==> config.mk <==
export PLATFORM = sky130hd
export DESIGN_NAME = uart_tx
export DESIGN_NICKNAME = d
export VERILOG_FILES = /design/src/rtl/uart_pkg.sv /design/src/rtl/uart_tx_fsm.sv /design/src/rtl/uart_tx.sv
export SDC_FILE = /design/constraint.sdc
export NUM_CORES = 1
export LEC_CHECK = 0
export ABC_CLOCK_PERIOD_IN_PS = 5800
export CORE_UTILIZATION = 30
export CTS_CLUSTER_SIZE = 20
export DETAILED_ROUTE_END_ITERATION = 6
export PLACE_DENSITY_LB_ADDON = 0.3
export SLEW_MARGIN = 0
export SYNTH_ARGS = -nofsm -noshare
export SYNTH_HDL_FRONTEND = slang
export SYNTH_SLANG_ARGS = --single-unit
==> constraint.sdc <==
create_clock -name CLK -period 5.8 [get_ports CLK]
set_input_delay 0.58 -clock CLK [delete_from_list [all_inputs] [get_ports CLK]]
set_output_delay 0.58 -clock CLK [all_outputs]
set_load 0.03 [all_outputs]
==> src/rtl/uart_pkg.sv <==
// Shared definitions for the UART transmitter: FSM encoding, parity
// selectors, line levels and the parity helper.
package uart_pkg;

    typedef enum logic [2:0] {
        IDLE   = 3'd0,
        START  = 3'd1,
        DATA   = 3'd2,
        PARITY = 3'd3,
        STOP   = 3'd4
    } tx_state_e;

    localparam logic PAR_EVEN  = 1'b0;
    localparam logic PAR_ODD   = 1'b1;

    localparam logic START_BIT = 1'b0;
    localparam logic STOP_BIT  = 1'b1;
    localparam logic IDLE_LVL  = 1'b1;

    // data_xor is the reduction XOR of the data word; odd parity inverts it.
    function automatic logic parity_bit(input logic data_xor, input logic par_typ);
        logic bit_s;
        if (par_typ == PAR_ODD) begin
            bit_s = ~data_xor;
        end else begin
            bit_s = data_xor;
        end
        return bit_s;
    endfunction

endpackage

==> src/rtl/uart_tx_fsm.sv <==
// Frame sequencer: state register, MSB-first bit counter and busy flag.
// Exposes next-state values so the datapath can register the line level.
module uart_tx_fsm
    import uart_pkg::*;
#(
    parameter  int width = 8,
    localparam int CNT_W = (width > 1) ? $clog2(width) : 1
) (
    input  logic             clk,
    input  logic             rst,
    input  logic             data_valid,
    input  logic             par_en,
    output logic             accept,
    output tx_state_e        state_d,
    output logic [CNT_W-1:0] cnt_d,
    output logic             busy
);

    tx_state_e        state_q;
    logic [CNT_W-1:0] cnt_q;
    logic             busy_q;

    // Next-state and bit-counter decode; requests outside IDLE are dropped.
    always_comb begin
        state_d = state_q;
        cnt_d   = cnt_q;
        accept  = 1'b0;
        case (state_q)
            IDLE: begin
                if (data_valid) begin
                    accept  = 1'b1;
                    state_d = START;
                    cnt_d   = CNT_W'(width - 1);
                end else begin
                    state_d = IDLE;
                end
            end
            START: begin
                state_d = DATA;
            end
            DATA: begin
                if (cnt_q == {CNT_W{1'b0}}) begin
                    if (par_en) begin
                        state_d = PARITY;
                    end else begin
                        state_d = STOP;
                    end
                end else begin
                    cnt_d = cnt_q - CNT_W'(1);
                end
            end
            PARITY: begin
                state_d = STOP;
            end
            STOP: begin
                state_d = IDLE;
            end
            default: begin
                state_d = IDLE;
                cnt_d   = {CNT_W{1'b0}};
            end
        endcase
    end

    // State, counter and busy registers with synchronous reset.
    always_ff @(posedge clk) begin
        if (rst) begin
            state_q <= IDLE;
            cnt_q   <= {CNT_W{1'b0}};
            busy_q  <= 1'b0;
        end else begin
            state_q <= state_d;
            cnt_q   <= cnt_d;
            busy_q  <= (state_d != IDLE);
        end
    end

    assign busy = busy_q;

endmodule

==> src/rtl/uart_tx.sv <==
// UART transmitter top: word/parity latch, parity generation and the
// registered serial line, sequenced by uart_tx_fsm.
module uart_tx
    import uart_pkg::*;
#(
    parameter int width = 8
) (
    input  logic             CLK,
    input  logic             RST,
    input  logic [width-1:0] P_DATA,
    input  logic             DATA_VALID,
    input  logic             PAR_EN,
    input  logic             PAR_TYP,
    output logic             TX_OUT,
    output logic             busy
);

    localparam int CNT_W = (width > 1) ? $clog2(width) : 1;

    logic             accept_s;
    tx_state_e        state_d_s;
    logic [CNT_W-1:0] cnt_d_s;

    logic [width-1:0] data_q;
    logic [width-1:0] data_d;
    logic             par_en_q;
    logic             par_en_d;
    logic             par_typ_q;
    logic             par_typ_d;
    logic             tx_q;
    logic             tx_d;

    uart_tx_fsm #(
        .width (width)
    ) u_fsm (
        .clk        (CLK),
        .rst        (RST),
        .data_valid (DATA_VALID),
        .par_en     (par_en_q),
        .accept     (accept_s),
        .state_d    (state_d_s),
        .cnt_d      (cnt_d_s),
        .busy       (busy)
    );

    // Latch the word and frame options only on acceptance; the line level is
    // decoded from the values the state registers are about to take.
    always_comb begin
        if (accept_s) begin
            data_d    = P_DATA;
            par_en_d  = PAR_EN;
            par_typ_d = PAR_TYP;
        end else begin
            data_d    = data_q;
            par_en_d  = par_en_q;
            par_typ_d = par_typ_q;
        end
        case (state_d_s)
            IDLE:    tx_d = IDLE_LVL;
            START:   tx_d = START_BIT;
            DATA:    tx_d = data_d[cnt_d_s];
            PARITY:  tx_d = parity_bit(^data_d, par_typ_d);
            STOP:    tx_d = STOP_BIT;
            default: tx_d = IDLE_LVL;
        endcase
    end

    // Datapath registers; reset clears the latch and forces the line high.
    always_ff @(posedge CLK) begin
        if (RST) begin
            data_q    <= {width{1'b0}};
            par_en_q  <= 1'b0;
            par_typ_q <= PAR_EVEN;
            tx_q      <= IDLE_LVL;
        end else begin
            data_q    <= data_d;
            par_en_q  <= par_en_d;
            par_typ_q <= par_typ_d;
            tx_q      <= tx_d;
        end
    end

    assign TX_OUT = tx_q;

endmodule

; After elaboration in Yosys (flattened, before gate mapping)
; Index checks and enable logic that the tools add are counted.
; Widths: inputs -> output; s select.
[word_totals]
reg_bits = 18
in_bits = 13
out_inout_bits = 2
[classes]
add_sub_neg = 1
order_cmp = 1
n_eq_ne = 7
muxes = 15
bitwise = 1
n_reduce_logical = 5
[ops]
columns = operator, count
row1 = $eq 3x2->1 const B, 4
row2 = $mux 3, 4
row3 = $pmux 3 s4, 1
row4 = $pmux 3 s3, 1
row5 = $mux 8, 1
row6 = $reduce_xor 8->1, 1
row7 = $eq 3x1->1 const B, 2
row8 = $logic_not 3->1, 2
row9 = $mux 1, 6
row10 = $lt 3x4->1 const B, 1
row11 = $bmux 1 s3, 1
row12 = $eq 3x3->1 const B, 1
row13 = $pmux 1 s3, 1
row14 = $reduce_bool 3->1, 1
row15 = $reduce_or 3->1, 1
row16 = $sub 3x1->3 const B, 1
row17 = $not 1->1, 1

; Logic depth before layout (Yosys ltp)
[depth]
depth_word = 7
depth_mapped = 10
mapped_depth_nobuf = 9

; By module
; A second synthesis with hierarchy kept.
[hier_totals]
cells_unflattened = 116
hier_area_um2 = 1136.1
[by_module_without_submodules]
columns = mod, instances, cells_each, area_per_inst_um2, seq_area_each_um2
row1 = uart_tx, 1, 64, 689.4, 220.2
row2 = uart_tx_fsm, 1, 52, 446.7, 140.1

; Least setup slack after synthesis
; OpenSTA, ideal clock, no wires.
[synth_path]
kind = register to register
startpoint = reg u_fsm.cnt_q[0]
endpoint = reg tx_q, in the netlist TX_OUT
arrival_time_ns = 1.988
required_time_ns = 5.669
setup_slack_ns = 3.681
path_stages_with_launch = 11
path_buffers = 1
synth_period_minus_slack_ns = 2.119
path_cell_list = dfxtp_1 > buf_6 > inv_1 > ha_1 > nand2b_4 > mux2_4 > o211a_4 > o21ai_2 > o31ai_1 > a2111oi_1 > o31ai_1
[synth_via]
elab_chain_cells = 6
elab_cells_between_ends = 13
cone_classes = add/sub: 1 / eq/ne: 3 / mux: 8 / reduce/logical: 1
[synth_rtl]
columns = element, line_no
row1 = from (decl), uart_tx_fsm.sv:20  ; logic [CNT_W-1:0] cnt_q;
row2 = from (signal assigned), uart_tx_fsm.sv:69  ; cnt_q <= {CNT_W{1'b0}};
row3 = from (signal assigned), uart_tx_fsm.sv:73  ; cnt_q <= cnt_d;
row4 = $sub 3x1->3 or $logic_not 3->1 (tied branches), "uart_tx_fsm.sv:49, uart_tx_fsm.sv:42"
row5 = $mux 3, uart_tx_fsm.sv:42  ; if (cnt_q == {CNT_W{1'b0}}) begin
row6 = $pmux 3 s3, uart_tx_fsm.sv:28  ; case (state_q)
row7 = $bmux 1 s3, uart_tx.sv:61  ; DATA: tx_d = data_d[cnt_d_s];
row8 = $mux 1 (not written as such), uart_tx.sv:61
row9 = $pmux 1 s3 *, uart_tx.sv:58  ; case (state_d_s)
row10 = to (signal assigned), uart_tx.sv:79  ; tx_q <= tx_d;
row11 = to (decl), uart_tx.sv:30  ; logic tx_q;
; Mark *: on every way between the ends. The rest lies on a longest branch, timed or not. The select of a mux whose other input is x is not followed.
; A chain may end at the register's enable or synchronous reset.

; Worst setup path in the final report
; Same ends and word-level chain as after synthesis.

==> out/results.tsv <==
metric	value	unit
largest net degree at the start of global routing	19	
synthesized area per cell	7.87	um^2
worst slew pin tran	720	ps
final slew viol count	0	
max-cap violation count	0	
die width	63.2	um
vias in the first global route	924	
worst hold stages	2	
CP cell instances	inv_1 > ha_1 > nand2b_4 > mux2_4 > o211a_4 > o21ai_2 > o31ai_1 > a2111oi_1 > o31ai_1	
DP Cell Count	195	
Synth Instances	143	
Clock Sinks	18	
maximum level of the CTS H-tree	1	
Yosys cell types	45	
initial antenna violation count	0	
final worst path period share	42.2	%
CP delay by family, top	compound AO/OA/AOI/OAI gates	
# setup viols final	0	
initial core utilization	32.4	%
Syn Nets	158	
min Tclk post-route	2450	ps
CP dominant cell by count	o31ai_1	
Peak VDD IR	0.0000843	V
Longest Clk Path Bufs	2	
DP Worst Slack	3180	ps
Syn. warnings	0	
CP Capture Type	register	
initial drt markers	35	
Post-Route WL	2460	um
CTS tree	yes	
Startpoint Class	register	
RSZ-0062 raised after global routing	false	
CP Buf/Inv Count	1	
gpl congestion	0.853	
Worst Setup Slack, final	3350	ps
most frequent cells in the layout	nand2_1 (28), dfxtp_1 (18), a21oi_1 (17)	
RR Endpoint	TX_OUT	
antenna fix cells	0	
Total Power	0.372	mW
area of the multi-input gates	674	um^2
Most used DFF post-synth	dfxtp_1	
Crit Reg-Reg Startpoint	u_fsm.cnt_q[0]	
flops & latches, synth	18	
Residual DRC	0	
GRT Overall Usage	13.2	%
# port buffers	14	
Post-CTS Setup Bufs	0	
area grow syn2layout	17.1	%
R2R Setup Slk	3350	ps
clk root buf	clkbuf_8	
Power Dens Cells	282	nW/um^2
Worst path max stage delay	520	ps
Antenna Nets Post-Route	0	
Layout Nets	169	
post-route cell area	1320	um^2
Hold Path Sink	par_en_q	
non-filler cells, final	199	
commonest non-fill, non-tap cell in the layout	nand2_1	
Max Clk Rate	408	MHz
placed instance area	1260	um^2
HP Start	par_en_q	
Post-synth EDFFs	0	
grt total ovfl	0	
Die ar.	4000	um^2
crit-path max FO	9	
FILL cells	380	
worst skew pair latency	260	ps
status	finished clean	
final hold viol count	0	
Worst EP required	5940	ps
io pins	15	
sequential area share after synthesis	32.0	%
setup TNS after final layout	0	ps
layout cell share with drive strength beyond 1	11.1	%
Slowest cell on crit path	dfxtp_1	
CTS resizes	0	
Placeable Area	3470	um^2
async set-reset flop share out of synthesis	0	%
Die Height	63.2	um
vias per inst	5.11	
Worst Reg-to-Reg Cells	9	
FP Rows	21	
Worst Path Arrival	2580	ps
Relative slew margins	51.9	%
DR vias	1016	
DRT Pass-1 Iters	4	
Final HPWL DP	1780	um
global-route wire length before repair	4110	um
TritonCTS buffer count	3	
DR WL/cell	12.4	um
Final Skew	1.63	ps
Cell Area, Synth	1120	um^2
worst hold path class	register to register	
Setup Crit Path Kind	register to register	
Hold Buf Count CTS	0	
Reg area	360	um^2
leakage power	0.476	nW
Clock transition at path regs	70	ps
area by class of cell:
class                   count  share of cell area, %
flip-flops and latches     18                   27.4
clock buffers               4                   4.18
multi-input cells         109                   51.2
inverters                   8                   2.28
well taps                  46                   4.37
repair buffers             14                   10.6
state kept, by name (all words and copies together), names as in the netlist:
name and count:
TX_OUT 1, data_q 8, par_en_q 1, par_typ_q 1
u_fsm.busy 1, u_fsm.cnt_q 3, u_fsm.state_q 3
report_power, final:
part           internal [mW]  leakage [nW]  switching [mW]
registers              0.135         0.148          0.0124
logic                 0.0568         0.298          0.0617
clock network         0.0604        0.0288          0.0456
how the worst max path moves through the flow:
stage	start	end	slack, ps	cells past startpoint
floorplan	u_fsm.cnt_q[0]	TX_OUT	3680	10
global placement	DATA_VALID	TX_OUT	3260	8
detailed placement	DATA_VALID	TX_OUT	3180	8
CTS	u_fsm.cnt_q[0]	TX_OUT	3350	9
global route	u_fsm.cnt_q[0]	TX_OUT	3190	9
finish	u_fsm.cnt_q[0]	TX_OUT	3350	9
Yosys cell counts, types with 2 or more instances:
master | instances | share of area, %
nor2_1 | 12 | 4.0
o21ai_0 | 3 | 1.3
buf_6 | 2 | 2.0
clkbuf_1 | 3 | 1.0
dfxtp_1 | 18 | 32
mux2_4 | 2 | 2.7
a21oi_1 | 17 | 7.6
nor2_2 | 3 | 1.7
nand2_1 | 28 | 9.3
and3_1 | 2 | 1.1
a211oi_1 | 3 | 2.0
ha_1 | 2 | 2.2
mux2i_1 | 2 | 1.8
xnor2_1 | 8 | 6.2
inv_1 | 7 | 2.3
o31ai_1 | 2 | 1.3
metal layers:
layer	track usage [%]	wire length, um	vias to the layer above
li1	-	-	510
met1	16.5	1070	455
met2	21.0	1160	47
met3	2.36	181	4
met4	7.67	53	0
met5	0	0	-
stage by stage:
| stage | hold WS, ps | utilization [%] |
|---|---|---|
| after floorplan | 436 | - |
| after global placement | 460 | 36.4 |
| after detailed placement | 457 | 36.4 |
| after CTS | 467 | 38.0 |
| after global routing | 501 | 38.0 |
| final | 464 | 38.0 |
tightest hold or removal path, cell delays in order (launching register included):
cell     delay [ps]
dfxtp_1         310
nand2_1          50
a21oi_1          50
kinds of logic after synthesis:
logic type                 share of synthesized area (%)
buffers and inverters                               8.01
muxes                                               4.45
xor gates and xnor gates                            7.01
AOI/OAI and AO/OA                                   20.8
and+or+nand+nor                                     25.5
adders and majority gates                           2.22
DFF                                                 32.0
Note: power is estimated with default switching activity, not from simulation.
